===== src/rtl/muldiv_unit.sv =====
// muldiv_unit: iterative 32x32 multiply/divide (MULTU/MULT/DIVU/DIV) producing HI/LO in 34 cycles.
module muldiv_unit (
    input  logic        clk_i,
    input  logic        rst_i,
    input  logic        start_i,
    input  logic [1:0]  op_i,
    input  logic [31:0] src1_i,
    input  logic [31:0] src2_i,
    output logic        busy_o,
    output logic        done_o,
    output logic        dz_o,
    output logic [31:0] hi_o,
    output logic [31:0] lo_o
);
    typedef enum logic [1:0] {IDLE, CALC, FIX, DONE} state_t;
    state_t      state_q, state_d;
    logic [1:0]  op_q, op_d;
    logic        s1_q, s1_d, s2_q, s2_d, dz_q, dz_d;
    logic [5:0]  cnt_q, cnt_d;
    logic [31:0] b_q, b_d, hi_q, hi_d, lo_q, lo_d;
    logic [63:0] acc_q, acc_d;
    logic [32:0] rem_q, rem_d;
    logic [31:0] mag1, mag2, quo, rmd;
    logic [32:0] sum;
    logic [33:0] sh, diff;
    logic [63:0] prod;
    always_comb begin
        mag1 = (op_i[0] && src1_i[31]) ? -src1_i : src1_i;
        mag2 = (op_i[0] && src2_i[31]) ? -src2_i : src2_i;
        sum  = {1'b0, acc_q[63:32]} + (acc_q[0] ? {1'b0, b_q} : 33'd0);
        sh   = {rem_q, acc_q[31]};
        diff = sh - {2'b00, b_q};
        prod = (op_q[0] && (s1_q ^ s2_q)) ? -acc_q : acc_q;
        quo  = (op_q[0] && (s1_q ^ s2_q)) ? -acc_q[31:0] : acc_q[31:0];
        rmd  = (op_q[0] && s1_q) ? -rem_q[31:0] : rem_q[31:0];
        state_d = state_q;
        op_d    = op_q;
        s1_d    = s1_q;
        s2_d    = s2_q;
        dz_d    = dz_q;
        cnt_d   = cnt_q;
        b_d     = b_q;
        acc_d   = acc_q;
        rem_d   = rem_q;
        hi_d    = hi_q;
        lo_d    = lo_q;
        case (state_q)
            IDLE: if (start_i) begin
                op_d  = op_i;
                s1_d  = src1_i[31];
                s2_d  = src2_i[31];
                cnt_d = 6'd0;
                b_d   = op_i[1] ? mag2 : mag1;
                acc_d = {32'd0, op_i[1] ? mag1 : mag2};
                rem_d = 33'd0;
                dz_d  = op_i[1] && (src2_i == 32'd0);
                if (op_i[1] && (src2_i == 32'd0)) begin
                    hi_d    = src1_i;
                    lo_d    = 32'hFFFF_FFFF;
                    state_d = DONE;
                end else begin
                    state_d = CALC;
                end
            end
            CALC: begin
                cnt_d = cnt_q + 6'd1;
                if (op_q[1]) begin
                    rem_d = diff[33] ? sh[32:0] : diff[32:0];
                    acc_d = {32'd0, acc_q[30:0], ~diff[33]};
                end else begin
                    acc_d = {sum, acc_q[31:1]};
                end
                state_d = (cnt_q == 6'd31) ? FIX : CALC;
            end
            FIX: begin
                hi_d    = op_q[1] ? rmd : prod[63:32];
                lo_d    = op_q[1] ? quo : prod[31:0];
                state_d = DONE;
            end
            default: state_d = IDLE;
        endcase
    end
    always_ff @(posedge clk_i or posedge rst_i) begin
        if (rst_i) begin
            state_q <= IDLE;
            op_q    <= 2'd0;
            s1_q    <= 1'b0;
            s2_q    <= 1'b0;
            dz_q    <= 1'b0;
            cnt_q   <= 6'd0;
            b_q     <= 32'd0;
            acc_q   <= 64'd0;
            rem_q   <= 33'd0;
            hi_q    <= 32'd0;
            lo_q    <= 32'd0;
        end else begin
            state_q <= state_d;
            op_q    <= op_d;
            s1_q    <= s1_d;
            s2_q    <= s2_d;
            dz_q    <= dz_d;
            cnt_q   <= cnt_d;
            b_q     <= b_d;
            acc_q   <= acc_d;
            rem_q   <= rem_d;
            hi_q    <= hi_d;
            lo_q    <= lo_d;
        end
    end
    assign busy_o = (state_q == CALC) || (state_q == FIX);
    assign done_o = (state_q == DONE);
    assign dz_o   = (state_q == DONE) && dz_q;
    assign hi_o   = hi_q;
    assign lo_o   = lo_q;
endmodule

===== config.mk =====
export PLATFORM = sky130hd
export DESIGN_NAME = muldiv_unit
export DESIGN_NICKNAME = d
export VERILOG_FILES = /design/src/rtl/muldiv_unit.sv
export SDC_FILE = /design/constraint.sdc
export NUM_CORES = 1
export LEC_CHECK = 0
export CORE_MARGIN = 5
export CORE_UTILIZATION = 60
export DETAILED_ROUTE_END_ITERATION = 10
export GPL_TIMING_DRIVEN = 0
export PLACE_DENSITY = 0.91
export SLEW_MARGIN = 20
export SYNTH_ARGS = -nofsm -noshare
export SYNTH_HDL_FRONTEND = slang
export SYNTH_SLANG_ARGS = --single-unit

===== constraint.sdc =====
create_clock -name clk_i -period 8.56 [get_ports clk_i]
set_input_delay 1.284 -clock clk_i [delete_from_list [all_inputs] [get_ports clk_i]]
set_output_delay 1.284 -clock clk_i [all_outputs]
set_load 0.02 [all_outputs]

==> results.tsv <==
metric	value	unit
p_int	3.76	mW
tritoncts	yes	
ys_top_cells_by_area	dfrtp_1 30%, a21oi_1 6.2%, nor2_1 6.1%	
cts.sinks	206	
numCtsBuffers	24	
dieArea	31700	um2
worst-path-stages	11	
synth_seq_area_share	0.304	
reg2reg_depth	11	
fin_cells	2695	
max_freq	216	MHz
skew	24.8	ps
combPwrFrac	0.619	
nets	2445	
cp_slowest_cell	nor3_1	
grt_usage	0.398	
drtPass1Iterations	7	
syn-instance-count	2138	
cap_violations	0	
path_clk_slew	70	ps
fillerInstances	2182	
synth_ff_type	dfrtp_1	
die_y	178	um
start_kind	flop	
timing_worst_setup_path_type	flop to flop	
multi_input_area	10900	um2
insertion_delay	540	ps
antenna_found_initial	1	
async_flop_share	1.00	
status	complete, no violations	
hold_start	dz_q	
met3_usage	0.0776	
yosys.area.top_type_share	0.304	
p_leak	8.40	nW
hold_viol	0	
boundaryPins	136	
use_met2	0.664	
reg2reg_from	acc_q[0]	
vias	18100	
cts.repair.resized	0	
end_kind	flop	
crit_buf_inv	2	
wl_per_cell	24.0	um
post-route-period-util	0.540	
ant_nets	0	
synth_cell_types	81	
io_buffer_count	135	
drive_gt1_frac	0.0527	
synth_area	17000	um2
syn_area_per_cell	7.93	um2
row_count	61	
switching_share	0.506	
hold_depth	2	
period_minus_slack	4630	ps
synth_edf_count	0	
placed_cells	2653	
htree_levels	1	
p_seq_frac	0.229	
wl	64.8	mm
die_width	178	um
dpl.hpwl	50.7	mm
utilization	0.709	
grt_start_max_net_pins	108	
top_usage_layer	met2	
rsz0062_at_grt	no	
required	8980	ps
vias_per_cell	6.71	
placed_cell_area	18900	um2
initial_utilization	0.609	
critPathMaxStageDelay	1040	ps
crit_family	simple AND/OR/NAND/NOR gates	
ir_worst_vdd	243	uV
diodes	0	
globalplace.congestion	1.01	
synth-seq-cells	206	
tightest_slew	1280	ps
worstHoldPathType	flop to flop	
cts_root_buf	clkbuf_16	
maxSlewViolCount	0	
cp_common_cell	a21oi_1	
cp-startpoint	acc_q[0]	
setup_viol	0	
crit_chain	inv_1 -> buf_1 -> ha_1 -> or3b_4 -> nand4b_1 -> nor3_1 -> a31oi_1 -> xor2_1 -> o211a_1 -> a21oi_1 -> a21oi_1	
core_region_area	27900	um2
drt_iter0_drc	2587	
power.share.clock	0.152	
power_density	385	nW/um2
regArea	5150	um2
synth_fp_nets	2282	
met1_usage	0.485	
p_sw	3.85	mW
route.detailed.drc	0	
yosysTopAreaCell	dfrtp_1	
postCtsSetupRepairBufs	0	
yosys_warnings	0	
hold_ws	474	ps
cts.path.max_buffers	3	
max-slew-margin-rel	0.143	
grt_pass1_wl	98.0	mm
grt_pass1_vias	17200	
holdBufCountCts	0	
cp.arrival	5050	ps
crit_fanout	10	
fin_area	19700	um2
area_growth	16.4	%
overflow	0	
## cell usage in the layout, fill, tap and decap left out, drive strengths merged, types with 18 or more instances in the layout
| master | Yosys | layout |
|---|---|---|
| nor3 | 53 | 53 |
| nand3 | 32 | 32 |
| mux2 | 24 | 24 |
| buf | 34 | 36 |
| clkdlybuf4s50 | 0 | 135 |
| nor2 | 277 | 277 |
| or4 | 18 | 18 |
| o21ai | 139 | 139 |
| o31ai | 24 | 24 |
| inv | 79 | 80 |
| a21oi | 212 | 212 |
| a221o | 27 | 27 |
| a21o | 28 | 28 |
| nand2 | 200 | 200 |
| clkbuf | 99 | 134 |
| or3 | 18 | 18 |
| a31oi | 94 | 94 |
| ha | 73 | 73 |
| o211ai | 23 | 23 |
| mux2i | 28 | 28 |
| a211oi | 28 | 28 |
| xor2 | 89 | 89 |
| dfrtp | 206 | 206 |
| xnor2 | 104 | 104 |
| nor4 | 18 | 18 |
## metrics by stage
stage               worst slack [ps]  total power, mW  setup TNS, ps
finish                          3930             7.61              0
global route                    3980             8.04              0
CTS                             4170             7.44              0
detailed placement              3710             6.28              0
global placement                -964             6.14        -192410
floorplan                       1650             4.90              0
## power by group through the flow
stage                     clock network (mW)  registers (mW)  logic, mW
after detailed placement                   0            1.72       4.55
after global routing                    1.19            1.77       5.08
after global placement                     0            1.70       4.44
after CTS                               1.14            1.71       4.58
final                                   1.15            1.74       4.71
after floorplan                            0            1.62       3.28
## logic make-up (layout without fill, tap and decap cells)
logic type | Yosys count | after routing | synth area share
adders and majority gates | 75 | 75 | 0.0562
muxes | 52 | 52 | 0.0325
buffers and inverters | 214 | 393 | 0.0528
DFF | 206 | 206 | 0.304
xor gates and xnor gates | 193 | 193 | 0.0997
and+or+nand+nor | 712 | 712 | 0.196
AOI/OAI and AO/OA | 686 | 686 | 0.259
## state kept, by name, summed over array words and instances, names as in the netlist
signal	count
acc_q	64
rem_q	33
b_q	32
hi_o	32
lo_o	32
cnt_q	6
op_q	2
state_q	2
dz_q	1
s1_q	1
s2_q	1
## metal layers
layer  wire (um)  up-vias
met5          13        -
met4        4090        2
met3        7080      280
met2       30300     1223
met1       23300     8503
li1            -     8071
## layout make-up
| cell class | count | share of cell area |
|---|---|---|
| Multi-Input combinational cell | 1718 | 0.553 |
| Clock buffer | 35 | 0.0376 |
| Inverter | 81 | 0.0158 |
| Clock inverter | 7 | 0.00704 |
| Timing Repair Buffer | 137 | 0.0712 |
| Buffer | 133 | 0.0300 |
| Sequential cell | 206 | 0.261 |
| Tap cell | 378 | 0.0240 |
## cells in the mapped netlist (16+ instances only)
library cell / count
a21oi_1: 211
xnor2_1: 104
nor2_1: 277
ha_1: 73
a211oi_1: 28
a21o_1: 28
o21a_1: 17
a221o_1: 27
o211a_1: 16
or4_1: 16
nand3_1: 32
o31ai_1: 24
mux2i_1: 28
clkbuf_1: 98
o21ai_0: 136
inv_1: 79
dfrtp_1: 206
o211ai_1: 23
nand2_1: 200
a31oi_1: 94
mux2_2: 23
xor2_1: 89
nor3_1: 47
## worst paths after layout
path,end,slack [ps]
setup reg to reg,hi_o[6],3930
setup / recovery,hi_o[6],3930
max in group asynchronous,acc_q[39],6320
min in group asynchronous,lo_o[27],1320
hold reg to reg,dz_q,470
hold / removal,dz_q,470
## worst reg2reg max path: cells and delay by family, from the launching register on
kind	cells	cell delay, ps
xor+xnor	1	220
buf+inv	2	990
fa+ha+maj	1	310
compound gates	4	680
flops	1	520
simple gates	3	1770
Note: power is estimated with default switching activity, not from simulation.
